<file path="config.mk">
export PLATFORM = sky130hd
export DESIGN_NAME = arbiter_x4_flat
export DESIGN_NICKNAME = d
export VERILOG_FILES = /design/src/rtl/arbiter_pkg.sv /design/src/rtl/arbiter_x4_if.sv /design/src/rtl/prio_pick_x4.sv /design/src/rtl/arbiter_x4.sv /design/src/flat_wrapper.sv
export SDC_FILE = /design/constraint.sdc
export NUM_CORES = 1
export LEC_CHECK = 0
export ABC_AREA = 1
export BUFFER_PORTS_ARGS = -buffer_cell sky130_fd_sc_hd__buf_2
export CAP_MARGIN = 20
export CORE_MARGIN = 2
export CORE_UTILIZATION = 50
export DETAILED_ROUTE_END_ITERATION = 6
export GPL_TIMING_DRIVEN = 0
export PLACE_DENSITY = 0.74
export SLEW_MARGIN = 5
export SYNTH_ARGS = -nofsm -noshare
export SYNTH_HDL_FRONTEND = slang
export SYNTH_SLANG_ARGS = --single-unit
</file>
<file path="constraint.sdc">
create_clock -name clk -period 1.9 [get_ports clk]
set_input_delay 0.095 -clock clk [delete_from_list [all_inputs] [get_ports clk]]
set_output_delay 0.095 -clock clk [all_outputs]
set_load 0.005 [all_outputs]
</file>
<file path="src/rtl/arbiter_pkg.sv">
// Shared types and constants for the four-requester arbiter and its priority picker.
package arbiter_pkg;

    localparam int unsigned N_REQ = 4;
    localparam int unsigned IDX_W = 2;

    typedef enum logic [1:0] {
        ST_IDLE  = 2'd0,
        ST_GRANT = 2'd1,
        ST_REL   = 2'd2
    } state_e;

    // Registered output bundle presented to the clients and the resource mux.
    typedef struct packed {
        logic [N_REQ-1:0] grant;
        logic [IDX_W-1:0] idx;
        logic             busy;
        logic             timeout;
    } arb_out_t;

    function automatic logic [N_REQ-1:0] idx_to_onehot(input logic [IDX_W-1:0] idx);
        return N_REQ'(1) << idx;
    endfunction

endpackage

</file>
<file path="src/rtl/arbiter_x4_if.sv">
// Request/grant bundle between the four clients (master) and the arbiter (slave).
interface arbiter_x4_if;
    import arbiter_pkg::*;

    logic [N_REQ-1:0] req;
    logic             done;
    logic [N_REQ-1:0] grant;
    logic [IDX_W-1:0] grant_idx;
    logic             busy;
    logic             timeout;

    modport master (
        output req, done,
        input  grant, grant_idx, busy, timeout
    );

    modport slave (
        input  req, done,
        output grant, grant_idx, busy, timeout
    );

endinterface

</file>
<file path="src/rtl/prio_pick_x4.sv">
// Combinational 4-input priority picker: scans upward from start with wrap,
// first set request wins.
module prio_pick_x4
    import arbiter_pkg::*;
(
    input  logic [N_REQ-1:0] req,
    input  logic [IDX_W-1:0] start,
    output logic [IDX_W-1:0] idx,
    output logic             any
);

    logic [IDX_W-1:0] pos;

    // Walk from the far end back toward start so the nearest set bit is written last.
    always_comb begin
        idx = '0;
        any = 1'b0;
        pos = '0;
        for (int k = N_REQ - 1; k >= 0; k--) begin
            pos = start + IDX_W'(k);
            if (req[pos]) begin
                idx = pos;
                any = 1'b1;
            end
        end
    end

endmodule

</file>
<file path="src/rtl/arbiter_x4.sv">
// Four-requester arbiter: registered one-hot grant, hold-until-done ownership,
// hold timeout and a one-cycle release gap. Define ROUND_ROBIN_EN for rotating priority.
module arbiter_x4
    import arbiter_pkg::*;
#(
    parameter int unsigned MAX_HOLD = 15,
    parameter int unsigned CNT_W    = 4
) (
    input  logic         clk,
    input  logic         reset,
    arbiter_x4_if.slave  bus
);

    localparam logic [CNT_W-1:0] MAX_HOLD_C = CNT_W'(MAX_HOLD);
    localparam logic [CNT_W-1:0] CNT_SAT    = {CNT_W{1'b1}};

    state_e           state_q, state_d;
    arb_out_t         out_q, out_d;
    logic [CNT_W-1:0] cnt_q, cnt_d;

    logic [N_REQ-1:0] pick_req;
    logic [IDX_W-1:0] pick_start;
    logic [IDX_W-1:0] pick_idx;
    logic             pick_any;
    logic [IDX_W-1:0] win_idx;

`ifdef ROUND_ROBIN_EN
    logic [IDX_W-1:0] ptr_q, ptr_d;

    assign pick_req   = bus.req;
    assign pick_start = ptr_q;
    assign win_idx    = pick_idx;
`else
    // Bit-reversing the request makes the upward scan from 0 select the highest set bit.
    assign pick_req   = {bus.req[0], bus.req[1], bus.req[2], bus.req[3]};
    assign pick_start = '0;
    assign win_idx    = ~pick_idx;
`endif

    prio_pick_x4 u_pick (
        .req   (pick_req),
        .start (pick_start),
        .idx   (pick_idx),
        .any   (pick_any)
    );

    logic hold_hit;
    logic req_lost;

    assign hold_hit = (MAX_HOLD != 0) && (cnt_q == MAX_HOLD_C);
    assign req_lost = ~bus.req[out_q.idx];

    always_ff @(posedge clk) begin
        if (reset) begin
            state_q <= ST_IDLE;
            out_q   <= '0;
            cnt_q   <= '0;
`ifdef ROUND_ROBIN_EN
            ptr_q   <= '0;
`endif
        end else begin
            state_q <= state_d;
            out_q   <= out_d;
            cnt_q   <= cnt_d;
`ifdef ROUND_ROBIN_EN
            ptr_q   <= ptr_d;
`endif
        end
    end

    // Next state; timeout defaults low so it only pulses for the REL cycle.
    always_comb begin
        state_d       = state_q;
        out_d         = out_q;
        out_d.timeout = 1'b0;
        cnt_d         = cnt_q;
`ifdef ROUND_ROBIN_EN
        ptr_d         = ptr_q;
`endif
        unique case (state_q)
            ST_IDLE: begin
                if (pick_any) begin
                    state_d     = ST_GRANT;
                    out_d.grant = idx_to_onehot(win_idx);
                    out_d.idx   = win_idx;
                    out_d.busy  = 1'b1;
                    cnt_d       = CNT_W'(1);
`ifdef ROUND_ROBIN_EN
                    ptr_d       = win_idx + IDX_W'(1);
`endif
                end
            end
            ST_GRANT: begin
                if (bus.done || req_lost || hold_hit) begin
                    state_d       = ST_REL;
                    out_d.grant   = '0;
                    out_d.busy    = 1'b0;
                    out_d.timeout = hold_hit && !bus.done && !req_lost;
                end else if (cnt_q != CNT_SAT) begin
                    cnt_d = cnt_q + CNT_W'(1);
                end
            end
            ST_REL: begin
                state_d = ST_IDLE;
            end
            default: begin
                state_d = ST_IDLE;
            end
        endcase
    end

    assign bus.grant     = out_q.grant;
    assign bus.grant_idx = out_q.idx;
    assign bus.busy      = out_q.busy;
    assign bus.timeout   = out_q.timeout;

endmodule

</file>
<file path="src/flat_wrapper.sv">
// flat-port wrapper written by rule: the top's interface ports become plain ports
module arbiter_x4_flat import arbiter_pkg::*;
#(
    parameter int unsigned MAX_HOLD = 15,
    parameter int unsigned CNT_W    = 4
)
  (clk, reset, bus_req, bus_done, bus_grant, bus_grant_idx, bus_busy, bus_timeout);
  arbiter_x4_if bus_i ();
  input  logic clk;
  input  logic reset;
  input wire logic [$bits(bus_i.req)-1:0] bus_req;
  input wire logic [$bits(bus_i.done)-1:0] bus_done;
  output wire logic [$bits(bus_i.grant)-1:0] bus_grant;
  output wire logic [$bits(bus_i.grant_idx)-1:0] bus_grant_idx;
  output wire logic [$bits(bus_i.busy)-1:0] bus_busy;
  output wire logic [$bits(bus_i.timeout)-1:0] bus_timeout;
  assign bus_i.req = bus_req;
  assign bus_i.done = bus_done;
  assign bus_grant = bus_i.grant;
  assign bus_grant_idx = bus_i.grant_idx;
  assign bus_busy = bus_i.busy;
  assign bus_timeout = bus_i.timeout;
  arbiter_x4 #(.MAX_HOLD(MAX_HOLD), .CNT_W(CNT_W)) u_core (.clk(clk), .reset(reset), .bus(bus_i));
endmodule
</file>
# After elaboration in Yosys (flattened, before gate mapping)
# Cells that the tools add are included.
dict set report totals {
  register_bits 14
  latch_bits 0
  mem_bits_rw 0
  mem_bits_ro 0
  in_bits 7
  output_inout_bits 8
  wordCells 54
  memories 0
}
dict set report classes {
  add_sub_neg 1
  n_mul 0
  n_div 0
  order_cmp 1
  eq_ne 7
  n_shift 1
  n_mux 22
  n_bitwise 4
  n_reduce_logical 12
}
# cell count
set ops {}
lappend ops {{$mux 4} 4}
lappend ops {{$pmux 4 s2} 2}
lappend ops {{$mux 2} 7}
lappend ops {{$mux 7} 1}
lappend ops {{$ne 2x1->1 const B} 3}
lappend ops {{$mux 1} 5}
lappend ops {{$add 4x1->4 const B} 1}
lappend ops {{$eq 4x4->1 const B} 1}
lappend ops {{$ne 4x4->1 const B} 1}
lappend ops {{$pmux 2 s2} 1}
lappend ops {{$reduce_and 2->1} 2}
lappend ops {{$reduce_and 4->1} 1}
lappend ops {{$shl 1x2->4 const A} 1}
lappend ops {{$lt 2x3->1 const B} 1}
lappend ops {{$not 1->1} 3}
lappend ops {{$reduce_and 3->1} 1}
lappend ops {{$reduce_or 3->1} 1}
lappend ops {{$bmux 1 s2} 1}
lappend ops {{$eq 2x1->1 const B} 1}
lappend ops {{$logic_and 1x1->1} 2}
lappend ops {{$logic_not 2->1} 1}
lappend ops {{$logic_or 1x1->1} 2}
lappend ops {{$ne 2x2->1 const B} 1}
lappend ops {{$not 2->2} 1}
lappend ops {{other kinds (3)} 3}

# Longest topological paths before layout
dict set report logic_depth {
  depth_word 8
  mapped_depth 10
  mapped_depth_nobuf 10
}

# Modules after synthesis
# A second synthesis with hierarchy kept.
dict set report hier_totals {
  cells_unflattened 150
  area_unflattened_um2 977.2
}
# mod n_inst cells_each area_per_inst_um2 seq_area_each_um2
set by_module_without_submodules {}
lappend by_module_without_submodules {arbiter_x4 1 106 762.0 280.3}
lappend by_module_without_submodules {prio_pick_x4 1 44 215.2 0.0}

# Worst setup path after synthesis
# No wires, ideal clock.
dict set report synth_timing {
  path_type {reg2reg}
  start {register u_core.cnt_q[0]}
  end {register u_core.out_q (netlist bit u_core.bus.grant[0])}
  setup_ns 0.113
  arrival_time_ns 1.120
  required_ns 1.787
  slack_ns 0.667
  stages_incl_launch_ff 10
  path_buffers 0
  synth_period_minus_slack_ns 1.233
  path_cell_list {dfxtp_1 > ha_1 > nand2_1 > inv_1 > nand2_1 > nand4_4 > nand2_4 > nand2_1 > nand2_1 > nor2_1}
}
dict set report synth_between {
  elab_chain_cells 4
}
# element line
set synth_lines {}
lappend synth_lines {{from (decl)} arbiter_x4.sv:19} ;# logic [CNT_W-1:0] cnt_q, cnt_d;
lappend synth_lines {{from (signal assigned)} arbiter_x4.sv:64} ;# cnt_q <= cnt_d;
lappend synth_lines {{$eq 4x4->1} arbiter_x4.sv:50} ;# assign hold_hit = (MAX_HOLD != 0) && (cnt_q == MAX_HOLD_C);
lappend synth_lines {{$logic_or 1x1->1} arbiter_x4.sv:94} ;# if (bus.done || req_lost || hold_hit) begin
lappend synth_lines {{$ne 2x1->1 (no source line)} -}
lappend synth_lines {{$reduce_and 3->1 (no source line)} -}
lappend synth_lines {{to (signal assigned)} arbiter_x4.sv:63} ;# out_q <= out_d;
lappend synth_lines {{to (decl)} arbiter_x4.sv:18} ;# arb_out_t out_q, out_d;
# Every way passes these cells.
# A chain may end at the register's enable or synchronous reset.

# Worst setup path in the final report
# Same ends and word-level chain as after synthesis.

==> impl_metrics.toml <==
[status]
outcome = "finished, final reports clean"

[synth]
synthTopCellsByArea = "dfxtp_1 (39%), nand2_1 (12%), nand3_1 (7.0%), inv_1 (6.8%), nor2_1 (6.3%)"
synth_area_leader_cell = "dfxtp_1"
netlist_instances = 100
seq_area_frac_synth_pct = 39.23
synth_area_um2 = 714.4
avgSynthCellArea_um2 = 7.144
ys_types = 23
ys_ff_latch = 14
ys_warn_count = 0
syn-num-nets = 108
yosysTopAreaCellShare_pct = 39.23

[critical_path]
crit_required_ns = 2.07
r2r_end = "u_core.bus.grant[0]"
cp-end-kind = "flip-flop"
ff2ff_setup_slack_ns = 0.51
worstPathArrival_ns = 1.56
critical_path_class = "flip-flop to flip-flop"
critPathMaxFanout = 7
ff2ff_path_depth = 9
r2r_start = "u_core.cnt_q[0]"
start_kind = "flip-flop"
crit_start = "u_core.cnt_q[0]"

[power]
leakage_nw = 0.3894
swShare_pct = 31.36
power_frac_clock_pct = 24.9
seqPwrFrac_pct = 51.6
combPwrFrac_pct = 23.5
switching_power_mw = 0.2045
p_int_mw = 0.4478
power_density_mw_per_mm2 = 789.9
vdd_drop_max_uv = 619.2

[place]
routabilityCongestion = 0.8119
dp.cells = 129
portBuffers = 14
dp_hpwl_mm = 1.033

[min_path]
hold-path-endpoint = "u_core.bus.timeout"
min_path_type = "input port to flip-flop"
hold_depth = 2
worstHoldStart = "reset"

[clock_tree]
cts_setup_buffers = 0
clk_pin_slew_ns = 0.08
cts_resized = 0
cts_tree = "yes"
clkSinkCount = 14
ctsHtreeMaxLevel = 1
cts_buffer_depth = 2
cts_made_buffers = 3
holdBufCountCts = 0
clkLatencyLatePin_ns = 0.27
cts_root_buf = "clkbuf_4"

[route]
drcViolationCount = 0
routedWlPerCell_um = 10.08
drtIter0Drc = 11
vias = 655
postRouteWirelength_mm = 1.330
postRouteAntennaNets = 0
viasPerCell = 4.962
firstDrtPassIters = 4

[die]
row_count = 13
start_util_pct = 54.23
die_x_um = 41.80
core_mm2 = 0.001318
fp.dieH_um = 41.80
pin_count = 15
dieArea_mm2 = 0.001747

[sta]
max_freq_mhz = 720.3
setup_violations = 0
rsz0062_at_grt = "no"
fin_worst_skew_ns = 0.002918
setup_tns_ns = 0
relSlewSlack_pct = 66.80
slew_viol_final = 0
final.period_utilization_pct = 73.07
final_hold_viol_count = 0
period_needed_ns = 1.388
worst_pin_slew_ns = 0.4980

[final_layout]
layout_commonest_cell = "nand2_1"
drive_gt1_share_pct = 23.93
antenna_cells = 0
instances_no_fill = 132
mostFrequentLayoutCells = "nand2_1 (23), buf_2 (14), dfxtp_1 (14), inv_1 (13), nor2_1 (12)"
synthToLayoutAreaGrowth_pct = 15.59
fillers = 125
nNetsFinal = 127

[global_route]
overflow = 0
antenna_found_initial = 0
grt_pass1_vias = 594
gr-usage-met3_pct = 4.783
busiest_layer = "met2"
grt.total_usage_pct = 17.60
grt_pass1_wl_mm = 2.394
grt_max_degree = 11
use_met2_pct = 28.13
grt_use_met1_pct = 22.79

[job]
maxCapViolCount = 0
==> critical path, cell delays in order, from the launching register on <==
cell and delay, ns:
dfxtp_1 0.36, ha_1 0.22, nand2_1 0.06, inv_1 0.05
nand2_1 0.13, nand4_4 0.17, nand2_4 0.14, nand2_1 0.06
nand2_1 0.05, nor2_1 0.04
==> flip-flops by register name, indices dropped and copies added, names as in the netlist <==
name,count
u_core.bus.busy,1
u_core.bus.grant,4
u_core.bus.grant_idx,2
u_core.bus.timeout,1
u_core.cnt_q,4
u_core.state_q,2
==> power groups by stage <==
stage          Sequential (mW)  Combinational [mW]  Clock (mW)
6_report                 0.337               0.153       0.162
4_1_cts                  0.337               0.154       0.168
5_1_grt                  0.339               0.173       0.183
2_1_floorplan            0.343               0.108           0
3_3_place_gp             0.343               0.151           0
3_5_place_dp             0.344               0.153           0
==> final cells by class <==
cell class	count	area, um2	share of cell area, %
plain buffers	1	3.754	0.4545
clock buffers	3	22.52	2.727
inverters	16	60.06	7.273
multi-input cells	69	370.4	44.85
flip-flops and latches	14	280.3	33.94
well taps	15	18.77	2.273
repair buffers	14	70.07	8.485
==> cells in the mapped netlist <==
cell type,count
inv_2,2
o21bai_2,1
nand3_1,10
nand2_1,23
a31oi_1,1
nor3_1,2
nand2_2,2
nor3b_1,1
clkinv_1,1
nand3_2,1
nor4_1,1
inv_1,13
a211oi_1,1
a21oi_2,2
dfxtp_1,14
clkbuf_1,1
ha_1,1
nor2_1,12
nand4_4,1
nor2_4,1
nand2_4,1
xor2_1,1
a21oi_1,7
==> worst max path at each step <==
stage,to,slack [ns],cells after the start
4_1_cts,u_core.bus.grant[0],0.52,9
6_report,u_core.bus.grant[0],0.51,9
3_5_place_dp,u_core.bus.grant[0],0.53,9
3_3_place_gp,u_core.bus.grant[1],0.56,9
2_1_floorplan,u_core.bus.grant[0],0.67,9
5_1_grt,u_core.bus.grant[3],0.37,8
==> metrics by stage <==
| stage | hold slack (ns) | instance area (um2) | util, % | setup slack [ns] | power (mW) |
|---|---|---|---|---|---|
| 2_1_floorplan | 0.1706 | 714.4 | - | 0.6674 | 0.4512 |
| 3_3_place_gp | 0.2922 | 803.3 | 60.97 | 0.5587 | 0.4935 |
| 3_5_place_dp | 0.2915 | 803.3 | 60.97 | 0.5321 | 0.4969 |
| 4_1_cts | 0.001325 | 825.8 | 62.68 | 0.5193 | 0.6586 |
| 5_1_grt | 0.003557 | 825.8 | 62.68 | 0.3672 | 0.6961 |
| 6_report | 0.005466 | 825.8 | 62.68 | 0.5116 | 0.6523 |
==> routing by layer <==
metal	routed length, um	share of wire [%]
met1	663	50
met2	588	44
met3	61	4.6
met4	17	1.3
met5	0	0
==> cells by family (layout without fill, tap and decap cells) <==
logic type | count (synthesis) | in the layout | synth area share, %
flip-flops | 14 | 14 | 39.23
AND/OR/NAND/NOR | 55 | 55 | 38.00
buffers and inverters | 17 | 34 | 8.932
AO/OA/AOI/OAI | 12 | 12 | 10.86
XOR/XNOR | 1 | 1 | 1.226
adder cells (fa/ha/maj) | 1 | 1 | 1.751
Power figures use the tool's default switching activity.
